===== config.mk =====
export PLATFORM = sky130hd
export DESIGN_NAME = fifo_byte_drain
export DESIGN_NICKNAME = d
export VERILOG_FILES = /design/src/rtl/fifo_byte_drain.sv
export SDC_FILE = /design/constraint.sdc
export NUM_CORES = 1
export LEC_CHECK = 0
export ABC_AREA = 0
export CELL_PAD_IN_SITES_DETAIL_PLACEMENT = 1
export CELL_PAD_IN_SITES_GLOBAL_PLACEMENT = 2
export CORE_MARGIN = 2
export CORE_UTILIZATION = 31
export DETAILED_ROUTE_END_ITERATION = 16
export PLACE_DENSITY_LB_ADDON = 0.25
export SYNTH_ARGS = -nofsm -noshare
export SYNTH_HDL_FRONTEND = slang
export SYNTH_SLANG_ARGS = --single-unit

===== constraint.sdc =====
create_clock -name clk -period 2.1 [get_ports clk]
set_input_delay 0.42 -clock clk [delete_from_list [all_inputs] [get_ports clk]]
set_output_delay 0.42 -clock clk [all_outputs]
set_load 0.005 [all_outputs]

===== src/rtl/fifo_byte_drain.sv =====
// Pops words from the word FIFO and streams them out as bytes over valid/ready.
// Back-to-back words chain without a bubble; flush drops the word in progress.
module fifo_byte_drain #(
    parameter int data_width = 32,   // multiple of 8, at least 8
    parameter bit msb_first  = 1'b1
) (
    input  logic                  clk,
    input  logic                  rst_n,
    input  logic [data_width-1:0] fifo_data,
    input  logic                  fifo_empty,
    output logic                  fifo_next,
    input  logic                  flush,
    output logic [7:0]            byte_out,
    output logic                  byte_valid,
    input  logic                  byte_ready,
    output logic                  busy,
    output logic [15:0]           words_sent
);

    localparam int NB = data_width / 8;
    localparam int IW = $clog2(NB + 1);

    typedef enum logic {IDLE, SEND} state_t;

    state_t                state;
    logic [data_width-1:0] shift;
    logic [data_width-1:0] shift_adv;
    logic [IW-1:0]         idx;
    logic                  hs;
    logic                  last;
    logic                  load;

    function automatic logic [7:0] head_byte(input logic [data_width-1:0] w);
        return msb_first ? w[data_width-1 -: 8] : w[7:0];
    endfunction

    assign hs        = byte_valid && byte_ready;
    assign last      = (idx == IW'(NB - 1));
    // In SEND a new word is only taken as the last byte leaves, so the
    // pop strobe never depends on the data itself.
    assign load      = !fifo_empty && !flush && (state == IDLE || (hs && last));
    assign fifo_next = rst_n && load;
    assign shift_adv = msb_first ? (shift << 8) : (shift >> 8);
    assign busy      = (state == SEND);

    always_ff @(posedge clk or negedge rst_n) begin
        if (!rst_n) begin
            state      <= IDLE;
            shift      <= '0;
            idx        <= '0;
            byte_out   <= 8'h00;
            byte_valid <= 1'b0;
            words_sent <= 16'h0000;
        end else if (flush) begin
            state      <= IDLE;
            byte_valid <= 1'b0;
            idx        <= '0;
        end else if (load) begin
            shift      <= fifo_data;
            idx        <= '0;
            state      <= SEND;
            byte_valid <= 1'b1;
            byte_out   <= head_byte(fifo_data);
            if (state == SEND)
                words_sent <= words_sent + 16'd1;
        end else if (state == SEND && hs) begin
            if (last) begin
                words_sent <= words_sent + 16'd1;
                state      <= IDLE;
                byte_valid <= 1'b0;
            end else begin
                idx      <= idx + IW'(1);
                shift    <= shift_adv;
                byte_out <= head_byte(shift_adv);
            end
        end
    end

endmodule


Word-level counts from Yosys, hierarchy flattened
Index checks and enable logic that the tools add are counted.
Widths: inputs -> output; s select.
{"block": "word_totals", "regBits": 52, "out_inout_bits": 27}
{"block": "classes", "n_reduce_logical": 17, "bitwise": 2, "n_mux": 18, "n_addsub": 2, "n_eq_ne": 4}
{"op": "$mux 24", "n": 3}
{"op": "$mux 16", "n": 4}
{"op": "$mux 8", "n": 3}
{"op": "$add 16x1->16 const B", "n": 1}
{"op": "$mux 3", "n": 4}
{"op": "$logic_and 1x1->1", "n": 6}
{"op": "$reduce_bool 3->1", "n": 2}
{"op": "$mux 1", "n": 4}
{"op": "$reduce_and 2->1", "n": 2}
{"op": "$reduce_and 4->1", "n": 1}
{"op": "$reduce_bool 2->1", "n": 2}
{"op": "$add 3x1->3 const B", "n": 1}
{"op": "$eq 3x2->1 const B", "n": 1}
{"op": "$ne 3x2->1 const B", "n": 1}
{"op": "$reduce_and 3->1", "n": 1}
{"op": "$logic_not 1->1", "n": 2}
{"op": "$ne 2x1->1 const B", "n": 1}
{"op": "$ne 2x2->1 const B", "n": 1}
{"op": "$not 1->1", "n": 2}
{"op": "$logic_or 1x1->1", "n": 1}

Logic depth before layout (Yosys ltp)
{"block": "logic_depth", "word_depth": 6, "mapped_depth": 8, "ltp_nobuf": 6}

Worst setup path before layout
OpenSTA, ideal clock, no wires.
{"block": "synth_timing", "kind": "reg2out", "from": "reg idx[0]", "to": "out fifo_next", "required_time_ns": 1.680, "arrival_ns": 1.390, "path_slack_ns": 0.290, "stages_incl_launch_ff": 7, "path_buffers": 1, "cell_sequence": "dfrtp_1 -> ha_1 -> ha_1 -> a21boi_2 -> nor3_4 -> buf_2 -> and2_1"}
{"block": "synth_via", "elab_chain_len": 5}
{"element": "from (decl)", "line_no": "28", "rtl": "logic [IW-1:0] idx;"}
{"element": "from (signal assigned)", "line_no": "72", "rtl": "idx <= idx + IW'(1);"}
{"element": "$eq 3x2->1", "line_no": "38", "rtl": "assign last = (idx == IW'(NB - 1));"}
{"element": "$logic_and 1x1->1", "line_no": "41", "rtl": "assign load = !fifo_empty && !flush && (state == IDLE || (hs && last));"}
{"element": "$logic_or 1x1->1", "line_no": "41"}
{"element": "$logic_and 1x1->1", "line_no": "41"}
{"element": "$logic_and 1x1->1", "line_no": "42", "rtl": "assign fifo_next = rst_n && load;"}
{"element": "to (decl)", "line_no": "11", "rtl": "output logic fifo_next,"}
No other way between the ends.

Worst setup path in the final report
Same ends and word-level chain as after synthesis.

==> impl_metrics.toml <==
[detailed_routing]
via_per_inst = 4.71
drc_errors = 0
drtIter0Drc = 65
wl_met1_mm = 2.82
routed_wl_mm = 5.96
wl_met3_um = 168
routed.top_layer = "met4"
routedWlPerCell_um = 14.4
first_pass_iters = 4
vias = 1945
met2_wirelength_mm = 2.89
postRouteAntennaNets = 0

[critical_path]
slowest_delay_ps = 400
critPathBufInv = 1
start_kind = "flip-flop"
crit_path_end_kind = "output port"
crit_slowest_cell = "dfrtp_1"
critical_path_class = "flip-flop to output port"
crit_required_ps = 1680
crit_chain = "ha_2 > ha_4 > a21boi_4 > nor3_4 > and2_1 > buf_2"
cp_top_family = "flip-flops"
cp_max_fo = 3
critPathArrivalTime_ps = 1610

[synthesis]
synthCells = 236
ys_ff_latch = 52
seq_area_frac_synth_pct = 50.7
ys_async_sr_fraction_pct = 100
yosys.area.top_type = "dfrtp_1"
syn-num-nets = 276
synth_edf_count = 0
yosys_warnings = 0
netlist.area_leader.share_pct = 50.7
synth_top_flop_cell = "dfrtp_1"
synthTopCellsByArea = "dfrtp_1 (51%), a31oi_2 (9.3%), nand2_1 (5.4%)"
avgSynthCellArea_um2 = 10.9
ys_types = 34
syn_area_um2 = 2570

[timing]
finalClockSkew_ps = 8.62
tightest_slew_ps = 664
slew_violations = 0
finalCritPeriodShare_pct = 96.9
max_freq_ghz = 0.491
setup_viol = 0
whs_ps = 273
max_slew_margin_pct = 55.8
layout_min_cycle_time_ps = 2030
hold_viol = 0

[floorplanning]
pin_count = 64
fp.dieH_um = 95.0
die_width_um = 95.0
rows = 33
dieArea_um2 = 9030
core_um2 = 8130
start_util_pct = 31.6

[power]
p_total_mw = 2.32
p_leak_nw = 1.44
p_per_area_nw_per_um2 = 668
ir_worst_vdd_v = 0.000291

[finish]
diodes = 0
final_core_util_pct = 42.6
layout-drive-gt1-share_pct = 23.7
syn_to_final_growth_pct = 35.0
layout_commonest_cell = "clkdlybuf4s50_1"
stdcell_area_um2 = 3470
final_cell_mix = "clkdlybuf4s50_1 (61), dfrtp_1 (52), nand2_1 (37)"
nNetsFinal = 347

[global_routing]
grt_pass1_wl_mm = 9.55
grt_max_degree = 53
overflow = 0
grt_pass1_vias = 1905
antenna_found_initial = 0
grt_usage_pct = 13.7

[clocking]
cts-root-buf = "clkbuf_8"
clock-sinks = 52
cts.clk_slew.worst_paths_ps = 100
cts_buffer_depth = 2
cts_tree = "built"
clk_latency_ps = 310
cts_made_buffers = 5
htree_levels = 2

[worst_hold_path]
hold_class = "input port to async pin"

[run_status]
status = "finished clean"

[placed_design]
place_hpwl_mm = 4.01
place_area_um2 = 3310
gp_congestion = 0.704
io_buffers = 63

[run]
maxCapViolations = 0
-- registers in the layout, summed over array words and instances, names as in the netlist --
name	cells
shift	24
words_sent	16
byte_out	8
idx	3
busy	1
-- worst register-to-register path, delay by kind of cell (launching register included) --
| kind | cells | cell delay [ps] |
|---|---|---|
| AOI/OAI and AO/OA | 2 | 400 |
| adders and majority gates | 2 | 380 |
| buffers and inverters | 3 | 460 |
| DFF | 1 | 400 |
| and+or+nand+nor | 2 | 290 |
-- layer usage --
layer	vias up	track usage [%]
met5	-	0
met4	0	4.35
met3	6	2.37
met2	35	21.5
met1	961	19.3
li1	943	-
-- report_power, final --
group	internal [mW]	switching [mW]	total [mW]	leakage (nW)
Sequential	1.13	0.0823	1.21	0.648
Clock	0.238	0.342	0.580	0.0414
Combinational	0.294	0.231	0.524	0.746
Total	1.66	0.655	2.32	1.44
-- path summary, 6_finish.rpt --
path / startpoint / endpoint / slack, ps / cells after the start
worst max-delay path: idx[0]$_DFFE_PN0P_ / fifo_next / 70 / 6
worst min-delay path: rst_n / words_sent[12]$_DFFE_PN0P_ / 270 / 2
worst max register to register: idx[0]$_DFFE_PN0P_ / shift[21]$_DFFE_PN0P_ / 100 / 9
worst min register to register: words_sent[15]$_DFFE_PN0P_ / words_sent[15]$_DFFE_PN0P_ / 490 / 1
max in group asynchronous: rst_n / shift[20]$_DFFE_PN0P_ / 1390 / 2
min in group clk: words_sent[15]$_DFFE_PN0P_ / words_sent[15]$_DFFE_PN0P_ / 490 / 1
-- kinds of logic (layout without fill, tap and decap cells) --
kind of cell / count (synthesis) / in the layout / share of synthesized area (%)
adder cells (fa/ha/maj): 3 / 3 / 1.46
AO/OA/AOI/OAI: 37 / 37 / 15.0
flip-flops: 52 / 52 / 50.7
buffers and inverters: 17 / 89 / 5.50
AND/OR/NAND/NOR: 111 / 111 / 21.8
XOR/XNOR: 15 / 15 / 5.11
multiplexers: 1 / 1 / 0.438
-- stage by stage --
step	instances	setup TNS (ps)	worst slack [ps]
finish	413	0	65.2
global placement	401	-210	-210
CTS	409	0	10.6
detailed placement	401	-210	-210
floorplan	236	0	290
global route	413	-2.87	-2.87
-- what timing repair did --
item | in CTS | in global routing
cloned | 0 | 1
setup endpoints to repair | 1 | 25
pin swaps | 1 | 2
hold buffers | 0 | 0
setup buffers | 0 | 3
gates resized for setup | 5 | 3
-- cell type report --
class | count | area, um^2
well taps | 105 | 131
inverters | 2 | 7.51
fillers | 906 | 4670
repair buffers | 79 | 783
clock buffers | 6 | 72.6
flip-flops and latches | 52 | 1300
multi-input cells | 167 | 1160
clock inverters | 2 | 16.3
-- cells in the mapped netlist (all sizes together), types with 2 or more instances --
library cell  number
nand3              7
xor2               2
nor2              29
xnor2             13
nor3               2
a31oi             24
a22o              10
inv                2
nand2b             2
and3               2
dfrtp             52
nand2             56
nand4              5
buf               14
ha                 3
(Power assumes the default switching activity.)
